**config.mk**
```make
export PLATFORM = sky130hd
export DESIGN_NAME = bcd_seg_decoder
export DESIGN_NICKNAME = d
export VERILOG_FILES = /design/src/rtl/bcd_seg_decoder.sv
export SDC_FILE = /design/constraint.sdc
export NUM_CORES = 1
export LEC_CHECK = 0
export BUFFER_PORTS_ARGS = -buffer_cell sky130_fd_sc_hd__buf_2
export CAP_MARGIN = 30
export CORE_MARGIN = 2
export CORE_UTILIZATION = 61
export DETAILED_ROUTE_END_ITERATION = 12
export MAX_ROUTING_LAYER = met4
export PLACE_DENSITY = 0.85
export SKIP_CTS_REPAIR_TIMING = 1
export SLEW_MARGIN = 40
export SYNTH_ARGS = -nofsm -noshare
export SYNTH_HDL_FRONTEND = slang
export SYNTH_SLANG_ARGS = --single-unit
export TNS_END_PERCENT = 5
```
**constraint.sdc**
```tcl
create_clock -name CLOCK_24 -period 9.15 [get_ports CLOCK_24]
set_clock_uncertainty 0.15 [all_clocks]
set_input_delay 0.915 -clock CLOCK_24 [delete_from_list [all_inputs] [get_ports CLOCK_24]]
set_output_delay 0.915 -clock CLOCK_24 [all_outputs]
set_load 0.03 [all_outputs]
```
**src/rtl/bcd_seg_decoder.sv**
```systemverilog
// Registered 8-bit binary to three-digit BCD converter with active-low
// seven-segment encoding. Fixed one-cycle latency, full throughput.

module bcd_seg_encoder (
    input  logic [3:0] digit,
    output logic [6:0] seg
);
    // Bit order g,f,e,d,c,b,a; 0 lights a segment. A-F kept for reuse.
    always_comb begin
        seg = 7'h7F;
        case (digit)
            4'h0: seg = 7'h40;
            4'h1: seg = 7'h79;
            4'h2: seg = 7'h24;
            4'h3: seg = 7'h30;
            4'h4: seg = 7'h19;
            4'h5: seg = 7'h12;
            4'h6: seg = 7'h02;
            4'h7: seg = 7'h78;
            4'h8: seg = 7'h00;
            4'h9: seg = 7'h10;
            4'hA: seg = 7'h08;
            4'hB: seg = 7'h03;
            4'hC: seg = 7'h46;
            4'hD: seg = 7'h21;
            4'hE: seg = 7'h06;
            4'hF: seg = 7'h0E;
            default: seg = 7'h7F;
        endcase
    end
endmodule

module bcd_seg_decoder (
    input  logic       CLOCK_24,
    input  logic       RESET_N,
    input  logic [7:0] value,
    input  logic       blank,
    output logic [3:0] hundreds,
    output logic [3:0] tens,
    output logic [3:0] ones,
    output logic [6:0] seg_hundreds,
    output logic [6:0] seg_tens,
    output logic [6:0] seg_ones
);
    logic [11:0] bcd;
    logic [6:0]  enc_hundreds;
    logic [6:0]  enc_tens;
    logic [6:0]  enc_ones;

    // Double-dabble, unrolled: add 3 to any nibble >= 5, then shift in the next bit.
    always_comb begin
        bcd = 12'd0;
        for (int i = 7; i >= 0; i--) begin
            if (bcd[3:0] >= 4'd5)  bcd[3:0]  = bcd[3:0]  + 4'd3;
            if (bcd[7:4] >= 4'd5)  bcd[7:4]  = bcd[7:4]  + 4'd3;
            if (bcd[11:8] >= 4'd5) bcd[11:8] = bcd[11:8] + 4'd3;
            bcd = {bcd[10:0], value[i]};
        end
    end

    bcd_seg_encoder u_enc_hundreds (.digit(bcd[11:8]), .seg(enc_hundreds));
    bcd_seg_encoder u_enc_tens     (.digit(bcd[7:4]),  .seg(enc_tens));
    bcd_seg_encoder u_enc_ones     (.digit(bcd[3:0]),  .seg(enc_ones));

    always_ff @(posedge CLOCK_24) begin
        if (!RESET_N) begin
            hundreds     <= 4'd0;
            tens         <= 4'd0;
            ones         <= 4'd0;
            seg_hundreds <= 7'h7F;
            seg_tens     <= 7'h7F;
            seg_ones     <= 7'h7F;
        end else begin
            hundreds     <= bcd[11:8];
            tens         <= bcd[7:4];
            ones         <= bcd[3:0];
            seg_hundreds <= blank ? 7'h7F : enc_hundreds;
            seg_tens     <= blank ? 7'h7F : enc_tens;
            seg_ones     <= blank ? 7'h7F : enc_ones;
        end
    end
endmodule

```
# == Yosys cells after proc, flatten, opt, wreduce, memory -nomap -nowiden ==
# Memory sizes are Yosys's and may differ from the RTL's. A register that Yosys moved wholly into a read port is not among the register bits.
# Cells that the tools add are included.
# Widths: inputs -> output; s select.
# classes
n_bitwise,1
reduce_logical,1
mux,7
add_sub_neg,7
n_lt_le_gt_ge,7
# ops
cell,count
$mux 4,7
$add 4x2->4 const B,5
$ge 4x3->1 const B,5
$add 3x2->4 const B,2
$ge 3x3->1 const B,2
$reduce_or 2->1,1
$not 1->1,1
# totals
output_inout_bits,33
elab_cells,30
reg_bits,12
inputBits,11
n_memories,3
romBits,336
# memory_table
name,depth,width,rd,rd_ports_with_merged_regs,wr,line,source
(no name shown),16,7,1,1,0,11,case (digit)
(no name shown),16,7,1,1,0,11,
(no name shown),16,7,1,1,0,11,

# == Logic depth before layout (Yosys ltp) ==
# Gate-level depths: netlist of run 1.
# depth
word_depth,10
depth_mapped,31
mapped_depth_nobuf,29

# == Hierarchy ==
# Synthesis of run 1 repeated with hierarchy kept, for this count alone.
# hier_totals
hier_cells,299
hier_area_um2,2642.5
# by_module_without_submodules
mod,cells_each,n_inst,seq_area_each_um2,area_per_inst_um2
bcd_seg_decoder,203,1,620.6,1816.7
bcd_seg_encoder,32,3,0.0,275.3

# == Least setup slack after synthesis of run 1 ==
# Ideal clock, no wire load.
# synth_timing
kind,in2reg
from,in value[6]
to,reg seg_tens[6]
t_required_ns,8.870
n_path_buf,2
setup_ns,0.130
t_arrival_ns,6.296
slack_ns,2.574
stages,31
path_cell_list,buf_6 > inv_1 > ha_1 > o21ai_1 > xnor2_1 > ha_1 > nand2b_1 > a32oi_4 > xnor2_2 > inv_1 > ha_1 > clkbuf_1 > nor2b_1 > o221ai_1 > nand2_1 > inv_1 > ha_1 > nand2b_1 > nand3_1 > o21ai_0 > inv_1 > ha_1 > nor2_1 > o21ai_1 > o311ai_1 > a21oi_1 > inv_1 > ha_1 > mux2_1 > a21oi_1 > o21ai_1
# synth_between
elab_chain_cells,10
elab_cells_between_ends,21
classes_between,add/sub (7); order compare (7); mux (7)
# synth_lines
element,line,source
start: declaration,36,"input logic [7:0] value,"
$add 3x2->4 / $ge 3x3->1 (equally long branches),54,if (bcd[3:0] >= 4'd5) bcd[3:0] = bcd[3:0] + 4'd3;
$mux 4 (*),54,
$add 4x2->4 / $ge 4x3->1 (equally long branches),54,
$mux 4,54,
$ge 4x3->1 / $add 4x2->4 (equally long branches),54,
$mux 4,54,
"$add 4x2->4, or another cell as far along",54,
"$mux 4, on equally long branches","54, 55",
$add 4x2->4 / $ge 4x3->1 (equally long branches),55,if (bcd[7:4] >= 4'd5) bcd[7:4] = bcd[7:4] + 4'd3;
$mux 4 (*),55,
net bcd[5],45,logic [11:0] bcd;
end: declaration,42,"output logic [6:0] seg_tens,"
# The timed path passes the listed nets; every way through them passes the cells marked *.
# A chain may end at the register's enable or synchronous reset.

# == Worst setup path after layout of run 1 ==
# Same ends and word-level chain as after synthesis.

==> results of run 1 <==
==> path summary, 6_finish.rpt <==
check	slack (ps)	startpoint	end	depth (start not counted)
worst min-delay path	730	RESET_N	ones[1]$_SDFF_PN0_	2
worst max-delay path	2000	value[6]	seg_tens[6]$_SDFF_PP1_	30
==> routing by layer <==
metal  wire length [µm]  track usage (%)  vias to the layer above
met3                326            4.215                        9
met2               2513            36.97                       90
met1               2348            29.41                     1051
met4                 77            7.407                        0
met5                  0                -                        -
li1                   -                -                     1149
==> logic make-up (layout without fill, tap and decap cells) <==
group / Yosys count / count (layout) / share of synthesized area [%]
AO/OA/AOI/OAI: 91 / 91 / 29.25
flip-flops: 30 / 30 / 23.17
XOR/XNOR: 6 / 6 / 3.330
multiplexers: 16 / 16 / 7.143
adder cells (fa/ha/maj): 18 / 18 / 8.687
AND/OR/NAND/NOR: 98 / 98 / 21.19
buffers and inverters: 35 / 68 / 7.094
other: 1 / 2 / 0.1446
==> critical path: cells and delay by family <==
family	cells	cell delay (ps)
AOI/OAI and AO/OA	9	1840
muxes	1	290
buffers and inverters	6	770
adders and majority gates	6	1590
and+or+nand+nor	6	1150
xor gates and xnor gates	2	600
==> through the flow <==
step	hold WS [ps]	instances	instance area (µm²)	utilization [%]	total power (W)
after detailed placement	1011	371	2751	67.81	0.0005859
after floorplan	886.7	296	2596	-	0.0005199
after CTS	730.3	379	2846	70.15	0.0006950
after global placement	1010	371	2751	67.81	0.0005774
final	727.2	379	2846	70.15	0.0006967
after global routing	736.5	379	2846	70.15	0.0007456
==> flip-flops by register name, indices dropped and copies added, names as in the netlist <==
register      cells
seg_tens          7
hundreds          2
tens              4
seg_ones          7
seg_hundreds      6
ones              4
==> final cells by class <==
cell class,count,area [µm²]
Fill cell,316,1211
Tap cell,50,62.56
Clock buffer,6,82.58
Multi-Input combinational cell,231,1812
Clock inverter,2,12.51
Sequential cell,30,600.6
Timing Repair Buffer,41,205.2
Inverter,19,71.32
==> cell usage in the layout, fill, tap and decap left out, drive strengths merged, types with 5 or more instances in the layout <==
cell    Yosys  final
a21oi      14     14
a31oi       5      5
and2        6      6
buf        10     41
clkbuf      6      6
dfxtp      30     30
ha         18     18
inv        17     17
mux2i      12     12
nand2      19     19
nand2b      6      6
nand3       7      7
nor2       28     28
nor2b       5      5
o211ai      6      6
o21ai      20     20
o311ai      5      5
xnor2       6      6
==> cell usage after synthesis, types with 3 or more instances <==
cell type  count
dfxtp_1       30
nor2_1        25
nand2_1       19
ha_1          18
inv_1         16
a21oi_1       14
o21ai_0       13
mux2i_1       11
nand3_1        7
o21ai_1        7
and2_1         6
nand2b_1       6
buf_4          5
clkbuf_1       5
nor2b_1        5
a31oi_1        4
nand3b_1       4
nand4_1        4
o211ai_1       4
or3_1          4
a21o_1         3
buf_6          3
o221ai_1       3
o311ai_1       3
o31a_1         3
xnor2_1        3
==> power groups by stage <==
stage          combinational [W]  sequential [W]  clock (W)
3_5_place_dp            0.000422        0.000164          0
4_1_cts                 0.000425        0.000161   0.000110
6_report                0.000428        0.000160   0.000108
2_1_floorplan           0.000304        0.000216          0
3_3_place_gp            0.000414        0.000163          0
5_1_grt                 0.000467        0.000163   0.000116
==> impl_metrics.toml, run 1 <==
[run_status]
status = "complete, no violations"

[power_and_ir_drop]
power.density_mw_per_mm2 = 244.7
seq_power_share_pct = 23.0
p_clk_share_pct = 15.5
irDropWorstVdd_v = 0.00009700
combPwrFrac_pct = 61.4
power_leakage_nw = 1.207
swShare_pct = 46.62
switching_power_w = 0.0003248
internal_power_w = 0.0003719

[setup_path]
worstSetupStartpointType = "input pin"
path_common_cell = "ha_1"
crit_type = "input pin to register"
worstPathArrival_ps = 7150
required_ps = 9150
crit_path_end_kind = "register"
cp_slowest_cell = "nor2b_1"
crit_path_max_incr_delay_ps = 440
crit_fanout = 9

[timing]
min_period_ps = 7151
finalSetupTns_ps = 0
worst_pin_slew_ps = 674.2
setup_ws_ps = 1999
fmax_mhz = 139.8
relSlewSlack_pct = 53.89
fin_crit_sh_pct = 78.16
maxSlewViolCount = 0
finalSetupViolCount = 0
hold_viol_final = 0
rsz0062_at_grt = "false"

[synthesis]
ys_types = 84
yosys_warnings = 0
synth_edf_count = 0
synth_top_cell_area_share_pct = 23.17
syn_inst = 295
yosys-top-cells-area = "dfxtp_1 23%, ha_1 8.7%, mux2i_1 4.2%"
syn_area_per_cell_um2 = 8.788
async_reset_ff_share_pct = 0
ys_seq_elements = 30
syn_area_mm2 = 0.002592
ys_seq_area_share_pct = 23.17
synthFlopType = "dfxtp_1"
yosysTopAreaCell = "dfxtp_1"

[floorplanning]
ios = 44
dieArea_mm2 = 0.004787
start_util_pct = 63.89
die_height_um = 69.19
row_count = 23
core_area_mm2 = 0.004058
die_x_um = 69.19

[route]
drt-wirelength-per-cell_um = 13.89
vias = 2299
dr.pass1.iters = 5
drtIter0Drc = 171
wirelength_mm = 5.265
drcViolationCount = 0
via_per_inst = 6.066
ant_nets = 0

[grt]
grt_use_total_pct = 23.02
antenna_found_initial = 0
grt.overflow.total = 0
grt_pass1_wl_mm = 8.942
grt_max_degree = 17
grt_pass1_vias = 2050

[placement]
gp_congestion = 0.9334
pre_cts_slack_ps = 1791
port_buffers = 41
dpl.hpwl_mm = 4.059

[final_layout]
syn2layout_area_growth_pct = 9.797
nNetsFinal = 357
drive_above_1_share_pct = 25.84
diodes = 0

[clocking]
htree_levels = 2
clkTransAtPathRegs_ps = 60
cts_made_buffers = 5
cts_root_buffer = "clkbuf_8"
cts_buffer_depth = 2
cts_tree = "yes"
cts_num_sinks = 30

[hold_path]
hp-class = "input pin to register"

[run]
drv_cap = 0
Power figures use the tool's default switching activity.
==> inputs of run 2 (changes only) <==
Settings changed: ABC_AREA set to 1, CORE_UTILIZATION 61 to 55, PLACE_DENSITY 0.85 to 0.79.
Clock period 9.15 ns to 7.2 ns, I/O delays scaled along.
==> run 2 against run 1 <==
Cell count rose by 6.3%. Routed wire length shrank 22%. Setup slack better by 210 ps. Synthesized area fell by 18%. Critical path depth rose by 6. Sequential power grew 30%. Flip-flop and latch count did not move. Global-route usage fell by 2.0 points. Cell area down 13%. Non-clock buffer count is the same. First-iteration DRC count decreased by 34%. Largest cell class unchanged.
==> impl_metrics.toml, run 2 <==
[synthesis]
yosys_warnings = 0
synth_edf_count = 0
syn_area_per_cell_um2 = 6.886
ys_types = 30
yosysTopAreaCell = "dfxtp_1"
synthFlopType = "dfxtp_1"
synth_top_cell_area_share_pct = 28.14
yosysMostFrequentCell = "nand2_1"
ys_seq_elements = 30
ys_seq_area_share_pct = 28.14
yosys-top-cells-area = "dfxtp_1 28%, nand2_1 15%, ha_1 11%"
syn_inst = 310
synthTopCellsByCount = "86 x nand2_1, 43 x nand3_1, 35 x inv_1, 30 x dfxtp_1"
async_reset_ff_share_pct = 0
syn_area_mm2 = 0.002135

[clocking]
cts_num_sinks = 30
cts_root_buffer = "clkbuf_8"
cts_tree = "yes"
cts_buffer_depth = 2
htree_levels = 2
clkTransAtPathRegs_ps = 60
cts_made_buffers = 5

[hold_path]
worstHoldPathCells = 3
hold_end = "ones[0]$_SDFF_PN0_"
hp-class = "input pin to register"
min-delay-start = "RESET_N"

[timing]
finalSetupTns_ps = 0
rsz0062_at_grt = "false"
relSlewSlack_pct = 64.06
holdWs_ps = 501.5
fmax_mhz = 200.4
worst_pin_slew_ps = 538.5
maxSlewViolCount = 0
fin_crit_sh_pct = 69.30
finalSetupViolCount = 0
hold_viol_final = 0
min_period_ps = 4990

[route]
via_per_inst = 4.993
drcViolationCount = 0
vias = 2012
dr.pass1.iters = 4
drtIter0Drc = 113
drt-wirelength-per-cell_um = 10.14
wirelength_mm = 4.088
ant_nets = 0

[setup_path]
worstSetupStartpointType = "input pin"
worstPathArrival_ps = 4980
crit_type = "input pin to register"
crit_fanout = 8
cp_slowest_cell = "or2_2"
crit_path_end_kind = "register"
path_common_cell = "nand2_1"
required_ps = 7190
crit_path_max_incr_delay_ps = 280

[run]
drv_cap = 0

[final_layout]
syn2layout_area_growth_pct = 15.42
final_common_cell = "nand2_1"
nNetsFinal = 383
top_regs = "seg_ones (7), seg_tens (7), seg_hundreds (6)"
drive_above_1_share_pct = 28.17
nFillCells = 339
layout_common_cells = "86 x nand2_1, 43 x nand3_1, 41 x buf_2"
final_util_pct = 66.79
diodes = 0

[floorplanning]
dieArea_mm2 = 0.004395
core_area_mm2 = 0.003689
die_height_um = 66.30
row_count = 22
ios = 44
die_x_um = 66.30
start_util_pct = 57.87

[placement]
dpl.hpwl_mm = 3.308
port_buffers = 41
gp_congestion = 0.9006

[grt]
grt.overflow.total = 0
grt_max_degree = 15
grt_pass1_wl_mm = 7.176
grt_use_total_pct = 21.07
grt_pass1_vias = 1747
antenna_found_initial = 0

[power_and_ir_drop]
irDropWorstVdd_v = 0.0001226
power.density_mw_per_mm2 = 350.0
power_leakage_nw = 1.327

[run_status]
status = "complete, no violations"
run 2: layout make-up:
| class | count | area, µm² | share of cell area, % |
|---|---|---|---|
| Clock buffer | 6 | 82.58 | 3.352 |
| Clock inverter | 2 | 12.51 | 0.5079 |
| Inverter | 43 | 161.4 | 6.552 |
| Multi-Input combinational cell | 233 | 1341 | 54.44 |
| Sequential cell | 30 | 600.6 | 24.38 |
| Tap cell | 48 | 60.06 | 2.438 |
| Timing Repair Buffer | 41 | 205.2 | 8.329 |
run 2: worst max-delay path, delay by kind of cell:
family          cells  cell delay, ps
simple gates       22            2340
fa+ha+maj           6            1140
buf+inv             6             530
compound gates      2             240
run 2: kinds of logic after synthesis:
family	count (synthesis)	share of synthesized area [%]
simple gates	195	46.37
xor+xnor	1	0.4104
other cells	1	0.1757
fa+ha+maj	18	10.55
flops	30	28.14
buf+inv	48	9.320
compound gates	17	5.041
run 2: how the worst max path moves through the flow:
stage / slack, ps / to / depth (start not counted) / startpoint
after detailed placement: 1910 / seg_tens[3]$_SDFF_PP1_ / 36 / value[6]
after floorplan: 2470 / seg_tens[3]$_SDFF_PP1_ / 34 / value[6]
after global placement: 2110 / seg_tens[3]$_SDFF_PP1_ / 36 / value[6]
after CTS: 2210 / seg_tens[3]$_SDFF_PP1_ / 36 / value[6]
after global routing: 1670 / seg_tens[6]$_SDFF_PP1_ / 36 / value[6]
final: 2210 / seg_tens[6]$_SDFF_PP1_ / 36 / value[6]
run 2: routing by layer:
| metal | vias up | GRT usage [%] | routed length (µm) |
|---|---|---|---|
| met5 | - | - | 0 |
| met4 | 0 | 8.163 | 62 |
| met3 | 5 | 3.748 | 219 |
| met2 | 57 | 35.63 | 1913 |
| met1 | 891 | 24.79 | 1893 |
| li1 | 1059 | - | - |
run 2: report_power, final:
| part | switching (W) | internal (W) | total (W) |
|---|---|---|---|
| Clock | 0.0000602 | 0.0000766 | 0.000137 |
| Sequential | 0.00000819 | 0.000200 | 0.000208 |
| Combinational | 0.000361 | 0.000156 | 0.000517 |
| Total | 0.000429 | 0.000433 | 0.000862 |
run 2: through the flow:
stage          std cells  area (µm²)  setup slack, ps   power, W
6_report             403        2464             2210  0.0008623
2_1_floorplan        311        2138             2465  0.0006250
5_1_grt              403        2464             1672  0.0009409
4_1_cts              403        2461             2210  0.0008630
3_5_place_dp         395        2366             1914  0.0007242
3_3_place_gp         395        2366             2105  0.0007147
==> inputs of run 3 (changes only) <==
Clock period 7.2 ns to 4.8 ns, I/O delays scaled along.
==> run 3 against run 2 <==
Total power rose by 60%. Clock-buffer cell count is 1 lower. Largest power group unchanged. Critical endpoint is now seg_tens[3]$_SDFF_PP1_. Global-route usage grew 0.22 points.
==> impl_metrics.toml, run 3 (synthesis results as in run 2) <==
[hold_path]
worstHoldPathCells = 3
min-delay-start = "RESET_N"
hp-class = "input pin to register"
hold_end = "ones[0]$_SDFF_PN0_"

[setup_path]
crit_type = "input pin to register"
worstSetupStartpointType = "input pin"
crit_path_max_incr_delay_ps = 310
crit_fanout = 7
startpoint = "value[6]"
crit_path_end_kind = "register"
path_common_cell = "nand2_1"
required_ps = 4800
worstPathArrival_ps = 4420
cp_slowest_cell = "or2_2"

[run_status]
status = "complete, no violations"

[power_and_ir_drop]
power.total_w = 0.001376
switching_power_w = 0.0006576
combPwrFrac_pct = 59.5
seq_power_share_pct = 22.8
power.density_mw_per_mm2 = 541.1
swShare_pct = 47.80
internal_power_w = 0.0007181
power_leakage_nw = 1.370
irDropWorstVdd_v = 0.0001604
p_clk_share_pct = 17.7

[grt]
grt_max_degree = 15
grt.overflow.total = 0
grt_use_met3_pct = 3.066
grt_pass1_wl_mm = 7.141
use_met2_pct = 35.63
grtUsageMet1_pct = 26.38
antenna_found_initial = 0
grt_pass1_vias = 1699
grt_use_total_pct = 21.29
top_usage_layer = "met2"

[final_layout]
layout_common_cells = "84 x nand2_1, 42 x nand3_1, 41 x buf_2"
top_regs = "seg_ones (7), seg_tens (7), seg_hundreds (6)"
final_util_pct = 68.93
syn2layout_area_growth_pct = 19.11
diodes = 0
final_common_cell = "nand2_1"
drive_above_1_share_pct = 30.94
nNetsFinal = 390
nFillCells = 323

[timing]
hold_viol_final = 0
worst_pin_slew_ps = 555.8
fin_crit_sh_pct = 92.02
relSlewSlack_pct = 62.91
min_period_ps = 4417
finalSetupViolCount = 0
holdWs_ps = 288.3
maxSlewViolCount = 0
fmax_mhz = 226.4

[placement]
gp_congestion = 0.9153
dpl.hpwl_mm = 3.419
port_buffers = 41

[route]
via_per_inst = 4.932
drt-wirelength-per-cell_um = 10.52
drcViolationCount = 0
ant_nets = 0
vias = 2022
drtIter0Drc = 124
dr.pass1.iters = 4
wirelength_mm = 4.312

[clocking]
htree_levels = 2
cts_root_buffer = "clkbuf_8"
cts_made_buffers = 5
clkTransAtPathRegs_ps = 70
cts_buffer_depth = 2
cts_tree = "yes"
cts_num_sinks = 30

[floorplanning]
die_x_um = 66.30
start_util_pct = 57.87
row_count = 22
die_height_um = 66.30
dieArea_mm2 = 0.004395
ios = 44
core_area_mm2 = 0.003689

[run]
drv_cap = 0
[run 3: cell types whose count changed in the layout (fill, tap and decap cells not counted), sizes merged]
cell,delta
clkbuf,-1
clkinvlp,-1
bufinv,+1
buf,+7
clkinv,+1
[run 3: how the worst max path moves through the flow]
| stage | endpoint | slack [ps] | depth (start not counted) |
|---|---|---|---|
| floorplan | seg_tens[3]$_SDFF_PP1_ | 310 | 34 |
| global placement | seg_tens[3]$_SDFF_PP1_ | 130 | 35 |
| detailed placement | seg_tens[3]$_SDFF_PP1_ | -60 | 35 |
| CTS | seg_tens[3]$_SDFF_PP1_ | 230 | 35 |
| global route | seg_tens[3]$_SDFF_PP1_ | -10 | 40 |
| finish | seg_tens[3]$_SDFF_PP1_ | 380 | 38 |
[run 3: worst max-delay path, delay by kind of cell]
family                   cells  cell delay (ps)
AO/OA/AOI/OAI                2              220
adder cells (fa/ha/maj)      5             1030
buffers and inverters        7              470
AND/OR/NAND/NOR             24             2180
[run 3: metal layers]
layer,vias up,part of all wire (%)
li1,1073,-
met1,888,47
met2,57,47
met3,4,5.0
met4,0,1.0
met5,-,0
[run 3: stage by stage]
stage / TNS, ps / cell area [µm²] / cells / worst slack [ps]
after CTS: 0 / 2497 / 406 / 228.6
after global routing: -14.02 / 2542 / 410 / -14.02
after detailed placement: -105.2 / 2389 / 398 / -55.42
after global placement: 0 / 2389 / 398 / 133.6
after floorplan: 0 / 2138 / 311 / 305.2
final: 0 / 2542 / 410 / 383.1
[run 3: final cells by class]
class                           count  area (µm²)  area share, %
Clock buffer                        5       68.82          2.707
Clock inverter                      3       40.04          1.575
Inverter                           43       161.4          6.348
Multi-Input combinational cell    233        1354          53.25
Sequential cell                    30       600.6          23.62
Tap cell                           48       60.06          2.362
Timing Repair Buffer               48       257.7          10.14
[run 3: power by group through the flow]
stage	clock (W)	sequential (W)	combinational (W)
after global routing	0.000257	0.000318	0.000921
after floorplan	0	0.000424	0.000514
after CTS	0.000247	0.000314	0.000783
after detailed placement	0	0.000319	0.000779
final	0.000243	0.000314	0.000819
after global placement	0	0.000317	0.000769
